--- src/rtl/mage_dma_stream_buffer.sv ---
// Elastic word buffer between one DMA channel and the PEA streaming interface.
// Tracks a programmed transfer length and pulses done_o when its last word leaves.
module mage_dma_stream_buffer #(
  parameter int DATA_W = 32,
  parameter int DEPTH  = 4,
  parameter int LEN_W  = 16
) (
  input  logic                       clk_i,
  input  logic                       rst_i,
  input  logic                       start_i,
  input  logic                       flush_i,
  input  logic [LEN_W-1:0]           cfg_len_i,
  input  logic                       dma_push_i,
  input  logic [DATA_W-1:0]          dma_data_i,
  output logic                       dma_full_o,
  output logic                       out_valid_o,
  output logic [DATA_W-1:0]          out_data_o,
  input  logic                       out_ready_i,
  output logic                       busy_o,
  output logic                       done_o,
  output logic                       overflow_o,
  output logic [$clog2(DEPTH):0]     level_o
);

  localparam int PTR_W = $clog2(DEPTH);
  localparam int LVL_W = PTR_W + 1;

  localparam logic [1:0] S_IDLE   = 2'd0;
  localparam logic [1:0] S_ACTIVE = 2'd1;
  localparam logic [1:0] S_DONE   = 2'd2;

  logic [1:0]        state;
  logic [LEN_W-1:0]  len_q;
  logic [LEN_W-1:0]  in_cnt;
  logic [LEN_W-1:0]  out_cnt;
  logic [PTR_W-1:0]  wr_ptr;
  logic [PTR_W-1:0]  rd_ptr;
  logic [LVL_W-1:0]  level;
  logic              overflow_q;
  logic [DATA_W-1:0] mem [DEPTH];

  logic push_ok;
  logic pop_ok;
  logic start_ok;
  logic last_pop;

  // Full depends only on registered state, so a pop in the same cycle never frees a slot early.
  assign dma_full_o  = (state != S_ACTIVE) || (level == LVL_W'(DEPTH)) || (in_cnt == len_q);
  assign out_valid_o = (level != '0);
  assign out_data_o  = out_valid_o ? mem[rd_ptr] : '0;
  assign busy_o      = (state == S_ACTIVE);
  assign done_o      = (state == S_DONE);
  assign overflow_o  = overflow_q;
  assign level_o     = level;

  assign push_ok  = (state == S_ACTIVE) && dma_push_i && !dma_full_o;
  assign pop_ok   = out_valid_o && out_ready_i;
  assign start_ok = (state == S_IDLE) && start_i;
  assign last_pop = pop_ok && ((out_cnt + LEN_W'(1)) == len_q);

  // NOTE: storage has no reset; level/pointers define which entries are meaningful.
  always_ff @(posedge clk_i) begin
    if (push_ok) mem[wr_ptr] <= dma_data_i;
  end

  // NOTE: all sequential state uses non-blocking assignments so every register sees pre-edge values.
  always_ff @(posedge clk_i) begin
    if (rst_i) begin
      state      <= S_IDLE;
      len_q      <= '0;
      in_cnt     <= '0;
      out_cnt    <= '0;
      wr_ptr     <= '0;
      rd_ptr     <= '0;
      level      <= '0;
      overflow_q <= 1'b0;
    end else if (flush_i) begin
      state      <= S_IDLE;
      in_cnt     <= '0;
      out_cnt    <= '0;
      wr_ptr     <= '0;
      rd_ptr     <= '0;
      level      <= '0;
      overflow_q <= 1'b0;
    end else begin
      case (state)
        S_IDLE: begin
          if (start_i) begin
            len_q   <= cfg_len_i;
            in_cnt  <= '0;
            out_cnt <= '0;
            state   <= (cfg_len_i == '0) ? S_DONE : S_ACTIVE;
          end
        end
        S_ACTIVE: begin
          if (last_pop) state <= S_DONE;
        end
        S_DONE:  state <= S_IDLE;
        default: state <= S_IDLE;
      endcase

      if (push_ok) begin
        wr_ptr <= wr_ptr + PTR_W'(1);
        in_cnt <= in_cnt + LEN_W'(1);
      end
      if (pop_ok) begin
        rd_ptr  <= rd_ptr + PTR_W'(1);
        out_cnt <= out_cnt + LEN_W'(1);
      end

      case ({push_ok, pop_ok})
        2'b10:   level <= level + LVL_W'(1);
        2'b01:   level <= level - LVL_W'(1);
        default: level <= level;
      endcase

      // Overflow only counts refused pushes while a transfer is live.
      if (start_ok)
        overflow_q <= 1'b0;
      else if ((state == S_ACTIVE) && dma_push_i && dma_full_o)
        overflow_q <= 1'b1;
    end
  end

endmodule
--- config.mk ---
export PLATFORM = sky130hd
export DESIGN_NAME = mage_dma_stream_buffer
export DESIGN_NICKNAME = d
export VERILOG_FILES = /design/src/rtl/mage_dma_stream_buffer.sv
export SDC_FILE = /design/constraint.sdc
export NUM_CORES = 1
export LEC_CHECK = 0
export CORE_MARGIN = 2
export CORE_UTILIZATION = 51
export DETAILED_ROUTE_END_ITERATION = 7
export HOLD_SLACK_MARGIN = 0.03
export MAX_ROUTING_LAYER = met4
export PLACE_DENSITY = 0.83
export SETUP_SLACK_MARGIN = 0.05
export SLEW_MARGIN = 25
export SYNTH_ARGS = -nofsm -noshare
export SYNTH_HDL_FRONTEND = slang
export SYNTH_SLANG_ARGS = --single-unit
--- constraint.sdc ---
create_clock -name clk_i -period 2.8 [get_ports clk_i]
set_clock_uncertainty 0.15 [all_clocks]
set_input_delay 0.84 -clock clk_i [delete_from_list [all_inputs] [get_ports clk_i]]
set_output_delay 0.84 -clock clk_i [all_outputs]
set_load 0.01 [all_outputs]
==> flow_summary.toml <==
[worst_setup_path]
reg2regPathDepth = 13
crit_arrival_ns = 1.87
crit_fanout = 5
worst_ep_required_time_ns = 1.81
worstSetupStartpointType = "flop"
crit_type = "flop to output pin"
endpoint_kind = "output pin"

[power]
p_per_area_nw_per_um2 = 528
p_leak_nw = 3.74
irDropWorstVdd_mv = 0.478

[floorplanning]
row_count = 46
fp.coreArea_um2 = 15800
die_y_um = 130
die_area_um2 = 17000
start_util_pct = 51.7
die_x_um = 130
ios = 94

[global_routing]
grt_pass1_wl_um = 31400
grt_pass1_vias = 5932
grtUsageTotal_pct = 25.5
antenna_found_initial = 0
grt_max_degree = 34
grt_overflow = 0

[layout]
final_area_um2 = 10800
area_delta_synth_final_pct = 32.6
final_util_pct = 68.5
drive_gt1_share_pct = 30.7
fin_nets = 859
num_antenna_cells = 0

[drt]
drc = 0
vias = 5931
viasPerCell = 5.78
wirelength_um = 20400
dr.pass1.iters = 5
drt_iter0_drc = 557
postRouteAntennaNets = 0
routedWlPerCell_um = 19.8

[logic_synthesis]
synth_common_cells = "128 x edfxtp_1, 60 x dfxtp_1, 57 x nand2_1"
yosys-mux-area-fraction_pct = 8.97
synth_flop_cell = "edfxtp_1"
synthXorXnorAreaFrac_pct = 5.70
synth_top_area_share_pct = 47.2
yosys_warnings = 0
netlist_instances = 634
synth_edf_count = 128
ys_async_sr_fraction_pct = 0
synthTopCellsByArea = "edfxtp_1 47%, dfxtp_1 15%, mux4_2 8.8%"
yosysSeqAreaShare_pct = 61.9
syn_nets = 696
synthesis.area_um2 = 8150
synthAdderAreaFrac_pct = 1.32
syn_avg_cell_area_um2 = 12.9
synth_compound_area_share_pct = 5.79
synth_top_family_by_area = "simple AND/OR/NAND/NOR gates"
synth.distinct_cells = 46
yosysTopAreaCell = "edfxtp_1"
synth-simple-area-share_pct = 14.0
yosysMostFrequentCell = "edfxtp_1"
synth-seq-cells = 188

[clock_tree]
cts_buffers = 17
insertion_delay_ns = 0.43
path_clk_slew_ns = 0.06
cts.root.buffer_cell = "clkbuf_16"
htreeDepth = 4
max-clock-path-buffers = 2
cts_tree = "done"
clkSinkCount = 188
hold_buffers = 0

[sta]
hold_viol = 0
finalSetupTns_ns = -0.891
clock.fmax_mhz = 350
slew_headroom_pct = 58.7
setup_violations = 24
worstMarginPinSlew_ns = 0.618
hold_ws_ns = 0.338
post-route-min-period_ns = 2.86
fin_ws_ns = -0.0552
finalCritPeriodShare_pct = 102
slew_violations = 0
grt_setup_unrepaired = "true"

[flow_run]
maxCapViolCount = 0

[status]
status = "complete, but fails checks"
violations = "negative setup slack"

[placement]
place_congestion = 0.928
post-dp-hpwl_um = 13000
portBuffers = 93
postPlaceCellArea_um2 = 9860

[worst_hold_path]
holdPathStages = 2
min_path_type = "flop to flop"
==> layout by cell type, fill, tap and decap left out, drive strengths merged, types with 2 or more instances in the layout <==
| cell | n |
|---|---|
| edfxtp | 128 |
| buf | 118 |
| dfxtp | 60 |
| clkdlybuf4s50 | 59 |
| nand2 | 57 |
| nor2 | 48 |
| a21oi | 45 |
| and2 | 39 |
| xnor2 | 36 |
| mux4 | 32 |
| o21ai | 23 |
| clkbuf | 22 |
| xor2 | 17 |
| nand4 | 15 |
| inv | 15 |
| nand3 | 13 |
| nor4 | 13 |
| nor3 | 11 |
| and3 | 9 |
| ha | 7 |
| or3 | 5 |
| nand3b | 4 |
| a31oi | 4 |
| nand4b | 3 |
| clkinv | 3 |
| a2111oi | 3 |
| and4 | 2 |
| a211oi | 2 |
| o21a | 2 |
| nand2b | 2 |
==> through the flow <==
step                      total power [mW]  setup slack, ns  std cells
after floorplan                       3.19            0.111        634
after global placement                3.38           -0.253        980
after detailed placement              3.39           -0.330        980
after CTS                             5.69           -0.147       1028
after global routing                  5.85           -0.141       1026
final                                 5.70          -0.0552       1026
==> sequential cells by signal (all words and copies together) (netlist names), named ones only <==
signal,cells
mem,128
overflow_o,1
rd_ptr,2
len_q,16
in_cnt,16
wr_ptr,2
level_o,3
out_cnt,16
state,2
==> logic make-up after synthesis <==
group | after synthesis
adders and majority gates | 8
DFF | 188
xor gates and xnor gates | 53
and+or+nand+nor | 224
buffers and inverters | 44
AOI/OAI and AO/OA | 84
muxes | 33
==> worst max-delay path: stages (launching register included) <==
cell	delay (ns)
dfxtp_4	0.40
buf_12	0.13
buf_12	0.12
mux4_2	0.51
and2_4	0.16
buf_6	0.11
==> path summary, 6_finish.rpt <==
kind	from	end	slack [ns]
setup / recovery	flop	out_data_o[19]	-0.06
hold reg to reg	overflow_o	overflow_o	0.34
hold / removal	overflow_o	overflow_o	0.34
setup reg to reg	len_q[12]	level_o[2]	0.03
==> per-layer routing <==
layer	wire [um]	up-vias	global-route usage (%)
met1	8000	2920	30.0
met4	626	0	10.1
met2	10500	281	43.7
met5	0	-	-
met3	1210	54	4.89
li1	-	2676	-
==> repair_timing <==
action / CTS / global route
resized for setup: 191 / 49
gates cloned: 4 / 0
pin swaps: 41 / 15
buffers inserted: 13 / 2
endpoints found under the setup margin: 36 / 36
==> power breakdown <==
| part | total [mW] | internal [mW] | switching [mW] |
|---|---|---|---|
| registers | 3.00 | 2.98 | 0.0158 |
| logic | 0.357 | 0.185 | 0.172 |
| clock network | 2.35 | 1.29 | 1.06 |
| total | 5.70 | 4.46 | 1.24 |
==> layout make-up <==
class	instances	area, um^2
clock buffers	22	464
flip-flops and latches	188	5080
repair buffers	178	1750
well taps	216	270
inverters	10	40.0
fillers	1054	4970
clock inverters	10	106
multi-input cells	402	3090
No activity file was read; power rests on OpenSTA's default activity.
